File: config.mk
export PLATFORM = sky130hd
export DESIGN_NAME = jtgng_prog_buf
export DESIGN_NICKNAME = d
export VERILOG_FILES = /design/src/rtl/jtgng_prog_buf.sv
export SDC_FILE = /design/constraint.sdc
export NUM_CORES = 1
export LEC_CHECK = 0
export ABC_AREA = 0
export BUFFER_PORTS_ARGS = -buffer_cell sky130_fd_sc_hd__buf_2
export CORE_MARGIN = 2
export CORE_UTILIZATION = 55
export DETAILED_ROUTE_END_ITERATION = 10
export GPL_ROUTABILITY_DRIVEN = 1
export GPL_TIMING_DRIVEN = 0
export PLACE_DENSITY = 0.75
export REMOVE_ABC_BUFFERS = 1
export SLEW_MARGIN = 40
export SYNTH_ARGS = -nofsm -noshare
export SYNTH_HDL_FRONTEND = slang
export SYNTH_SLANG_ARGS = --single-unit
File: constraint.sdc
create_clock -name clk -period 3.6 [get_ports clk]
set_input_delay 0.54 -clock clk [delete_from_list [all_inputs] [get_ports clk]]
set_output_delay 0.54 -clock clk [all_outputs]
set_load 0.1 [all_outputs]
File: src/rtl/jtgng_prog_buf.sv
// ROM-download write buffer: turns the ioctl byte stream into SDRAM word writes
// held until acknowledged, with a small FIFO to absorb bursts.
module jtgng_prog_buf #(
    parameter int unsigned DEPTH_LOG2 = 2,
    parameter logic [21:0] OFFSET     = 22'd0
) (
    input  logic        clk,
    input  logic        rst,
    input  logic        downloading,
    input  logic [21:0] ioctl_addr,
    input  logic [7:0]  ioctl_data,
    input  logic        ioctl_wr,
    input  logic        sdram_ack,
    output logic [21:0] prog_addr,
    output logic [7:0]  prog_data,
    output logic [1:0]  prog_mask,
    output logic        prog_we,
    output logic        dl_done,
    output logic        overflow,
    output logic [21:0] byte_cnt
);

    localparam int unsigned DEPTH = 1 << DEPTH_LOG2;
    localparam logic [DEPTH_LOG2:0]   CNT_ONE  = (DEPTH_LOG2 + 1)'(1);
    localparam logic [DEPTH_LOG2:0]   CNT_FULL = (DEPTH_LOG2 + 1)'(DEPTH);
    localparam logic [DEPTH_LOG2-1:0] PTR_ONE  = (DEPTH_LOG2)'(1);

    localparam logic [1:0] StIdle  = 2'd0;
    localparam logic [1:0] StLoad  = 2'd1;
    localparam logic [1:0] StDrain = 2'd2;

    logic [21:0] mem_addr [DEPTH];
    logic [7:0]  mem_data [DEPTH];
    logic [1:0]  mem_mask [DEPTH];

    logic [DEPTH_LOG2-1:0] wr_ptr_q, rd_ptr_q, rd_ptr_d;
    logic [DEPTH_LOG2:0]   count_q, count_d;
    logic                  push, pop, full, bypass;
    logic [21:0]           new_addr, head_addr;
    logic [7:0]            head_data;
    logic [1:0]            new_mask, head_mask;
    logic                  dl_prev_q, rise, fall;
    logic [1:0]            state_q, state_d;
    logic                  dl_done_d, overflow_d;
    logic [21:0]           byte_cnt_d;

    assign full     = (count_q == CNT_FULL);
    assign pop      = sdram_ack & prog_we;
    // A pop frees a slot in the same cycle, so a full FIFO can still take a byte.
    assign push     = ioctl_wr & (~full | pop);
    assign new_addr = {1'b0, ioctl_addr[21:1]} + OFFSET;
    assign new_mask = ioctl_addr[0] ? 2'b01 : 2'b10;
    assign rise     = downloading & ~dl_prev_q;
    assign fall     = ~downloading & dl_prev_q;

    always_comb begin
        count_d = count_q;
        if (push && !pop) begin
            count_d = count_q + CNT_ONE;
        end else if (pop && !push) begin
            count_d = count_q - CNT_ONE;
        end
        rd_ptr_d = pop ? rd_ptr_q + PTR_ONE : rd_ptr_q;
        // The incoming byte becomes the head when nothing else remains ahead of it.
        bypass = push & ((count_q == '0) | (pop & (count_q == CNT_ONE)));
        if (bypass) begin
            head_addr = new_addr;
            head_data = ioctl_data;
            head_mask = new_mask;
        end else begin
            head_addr = mem_addr[rd_ptr_d];
            head_data = mem_data[rd_ptr_d];
            head_mask = mem_mask[rd_ptr_d];
        end
    end

    always_comb begin
        byte_cnt_d = rise ? 22'd0 : byte_cnt;
        if (push) begin
            byte_cnt_d = byte_cnt_d + 22'd1;
        end
        overflow_d = (rise ? 1'b0 : overflow) | (ioctl_wr & ~push);
    end

    always_comb begin
        state_d   = state_q;
        dl_done_d = 1'b0;
        case (state_q)
            StIdle: begin
                if (rise) state_d = StLoad;
            end
            StLoad: begin
                if (fall) begin
                    if (count_d == '0) begin
                        state_d   = StIdle;
                        dl_done_d = 1'b1;
                    end else begin
                        state_d = StDrain;
                    end
                end
            end
            StDrain: begin
                if (rise) begin
                    state_d = StLoad;
                end else if (count_d == '0) begin
                    state_d   = StIdle;
                    dl_done_d = 1'b1;
                end
            end
            default: state_d = StIdle;
        endcase
    end

    always_ff @(posedge clk) begin
        if (push) begin
            mem_addr[wr_ptr_q] <= new_addr;
            mem_data[wr_ptr_q] <= ioctl_data;
            mem_mask[wr_ptr_q] <= new_mask;
        end
    end

    always_ff @(posedge clk or posedge rst) begin
        if (rst) begin
            wr_ptr_q  <= '0;
            rd_ptr_q  <= '0;
            count_q   <= '0;
            prog_we   <= 1'b0;
            prog_addr <= 22'd0;
            prog_data <= 8'd0;
            prog_mask <= 2'b11;
            dl_prev_q <= 1'b0;
            state_q   <= StIdle;
            dl_done   <= 1'b0;
            overflow  <= 1'b0;
            byte_cnt  <= 22'd0;
        end else begin
            if (push) wr_ptr_q <= wr_ptr_q + PTR_ONE;
            rd_ptr_q  <= rd_ptr_d;
            count_q   <= count_d;
            prog_we   <= (count_d != '0);
            if (count_d != '0) begin
                prog_addr <= head_addr;
                prog_data <= head_data;
                prog_mask <= head_mask;
            end
            dl_prev_q <= downloading;
            state_q   <= state_d;
            dl_done   <= dl_done_d;
            overflow  <= overflow_d;
            byte_cnt  <= byte_cnt_d;
        end
    end

endmodule

==> results.ini <==
[worst_setup_path]
cpMaxStageDelayCell = nand2b_1
critPathMaxStageDelay_ns = 0.53
critical_path_class = flip-flop to flip-flop
path_cells = nand2b_1, and2_1, ha_1, nand2_1, a2111oi_2, nand2_1, or3_1, a21oi_1
crit_fanout = 17
end_kind = flip-flop
crit_top_cell = nand2_1
critPathArrivalTime_ns = 3.40
startpoint_type = flip-flop
timing.critical_path.required_ns = 3.95

[clock_network]
cts_buffer_depth = 2
clock-sinks = 190
cts_buffers = 17
post_cts_buffers = 0
clkTransAtPathRegs_ns = 0.07
clock-root-buffer = clkbuf_16
ctsHoldBuffers = 0
htreeDepth = 4
clk_latency_ns = 0.43
cts_tree = built
cts_resized = 0

[synth]
synth_top_family_by_area = multiplexers
synth_seq_cells = 190
ys.warnings.count = 0
synthXorXnorAreaFrac = 0.0160
synth_flop_cell = edfxtp_1
muxShareOfSynthArea = 0.203
synth-simple-area-share = 0.0635
synth_cells = 678
synth-edff-count = 124
synth_cell_types = 54
ys_seq_area_frac = 0.580
synth_compound_area_frac = 0.0903
async_flop_share = 0.347
syn_area_um2 = 9280
synth_fa_ha_area_frac = 0.0175
postSynthAreaPerCell_um2 = 13.7

[job]
cap_violations = 0

[sta]
final_hold_viol_count = 0
fmax_mhz = 327
setup_viol = 0
slew_viol_final = 0
rsz0062_at_grt = false
fin_crit_ns = 3.05
fin_crit_sh = 0.848
fin_worst_skew_ns = 0.00960
hold-worst-slack_ns = 0.0287
worstMarginPinSlew_ns = 0.672
slew_headroom = 0.552
fin_tns_setup_ns = 0

[global_route]
grt_pass1_wl_mm = 31.9
grt_pass1_vias = 6394
grt_max_degree = 52
grt_overflow = 0
antenna_found_initial = 0
grt_use_total = 0.230

[pwr]
leakagePower_uw = 0.00432
powerDensity_nw_per_um2 = 962
peakVddDrop_uv = 891
power.total_uw = 10300

[routing]
wl_per_cell_um = 20.4
vias_per_cell = 6.13
wirelength_mm = 20.0
drc = 0
ant_nets = 0
first_pass_iters = 5
vias = 6025
drtIter0Drc = 334

[finish]
final_nets = 799
diodes = 0
multi_input_area_um2 = 3670
fillers = 1197
final_common_cell = edfxtp_1
seq_area_um2 = 5380
fin_util = 0.648
area_growth_syn_to_layout_pct = 15.5
drive_above_1_share = 0.265
layout_common_cells = edfxtp_1, mux2i_1, buf_2, dfrtp_1, mux2_2

[floorplan]
ios = 92
core_area_um2 = 16500
dieArea_um2 = 17900
die_width_um = 134
rows = 47
die_h_um = 134
initial_core_util = 0.562

[placed_design]
port_buffers = 90
place.gp.congestion = 0.831
hpwl_mm = 12.7

[min_path]
hold_path_class = primary input to async pin

[outcome]
status = finished, final reports clean

==> worst max-delay path: cells and delay by family (launching register included) <==
family                     cells  cell delay, ns
and+or+nand+nor                5            1.58
DFF                            1            0.46
AOI/OAI and AO/OA              2            0.70
adders and majority gates      1            0.22
==> state kept, by name, indices dropped and copies added, names as in the netlist <==
signal,count
byte_cnt,22
count_q,3
dl_done,1
dl_prev_q,1
mem_addr,84
mem_data,32
mem_mask,8
overflow,1
prog_addr,21
prog_data,8
prog_mask,2
prog_we,1
rd_ptr_q,2
state_q,2
wr_ptr_q,2
==> cell usage after synthesis, drive strengths merged, types with 2 or more instances <==
cell type  count  area (um^2)
a221oi        31          272
dfrtp         64         1600
nor3           5         25.0
nor4           2         12.5
a21oi         17         85.1
buf           28          151
and3           5         31.3
o21ai         11         55.1
and4b          2         20.0
inv           14         52.6
xnor2         10         87.6
or3            7         43.8
o22ai          2         12.5
and2          13         83.8
edfxtp       124         3720
nand4b         3         26.3
xor2           7         61.3
ha            13          163
mux2          62          698
clkbuf        20         75.1
nand4          9         56.3
nor2b          3         18.8
o31ai          4         30.0
mux2i        118         1180
and3b          3         26.3
nand2         23         88.8
nor2          15         56.3
a21o           2         15.0
nand2b         4         25.0
nand3          7         35.0
or4            2         15.0
a31oi          3         18.8
dfstp          2         52.6
a22o          29          254
==> path summary, 6_finish.rpt <==
| kind | depth (start not counted) | start | slack (ns) | end |
|---|---|---|---|---|
| setup / recovery | 8 | dl_prev_q | 0.55 | byte_cnt[18] |
| hold / removal | 2 | rst | 0.03 | prog_addr[8] |
| setup reg to reg | 8 | dl_prev_q | 0.55 | byte_cnt[18] |
| hold reg to reg | 1 | prog_addr[8] | 0.50 | prog_addr[8] |
| max in group asynchronous | 3 | rst | 3.03 | prog_mask[0] |
| min in group clk | 1 | downloading | 0.29 | dl_prev_q |
==> kinds of logic (layout without fill, tap and decap cells) <==
logic type / count (synthesis) / in the layout
XOR/XNOR: 17 / 17
buffers and inverters: 62 / 147
AND/OR/NAND/NOR: 106 / 106
other: 1 / 1
flip-flops: 190 / 190
adder cells (fa/ha/maj): 13 / 13
AO/OA/AOI/OAI: 109 / 109
multiplexers: 180 / 180
==> per-stage QoR <==
step | setup slack, ns | area (um^2) | cells
after floorplan | -1.52 | 9050 | 630
after global placement | -2.32 | 9780 | 940
after detailed placement | 0.426 | 10100 | 952
after CTS | 0.595 | 10700 | 983
after global routing | 0.227 | 10700 | 983
final | 0.545 | 10700 | 983
==> power breakdown <==
part,internal (uW),total (uW),switching [uW]
clock network,1140,1900,758
logic,1850,5090,3240
registers,2930,3320,383
==> layout make-up <==
class / instances / area share
sequential: 190 / 0.502
multi-input combinational: 426 / 0.343
timing repair buffer: 102 / 0.0684
clock buffer: 25 / 0.0453
tap: 220 / 0.0257
clock inverter: 6 / 0.0102
inverter: 14 / 0.00537
==> per-layer routing <==
metal  part of all wire  track usage  vias to the layer above
li1                   -            -                     2760
met2               0.53        0.426                      168
met3              0.047       0.0454                       27
met1               0.41        0.262                     3070
met5                  0            0                        -
met4              0.015       0.0851                        0
No activity file was read; power rests on OpenSTA's default activity.
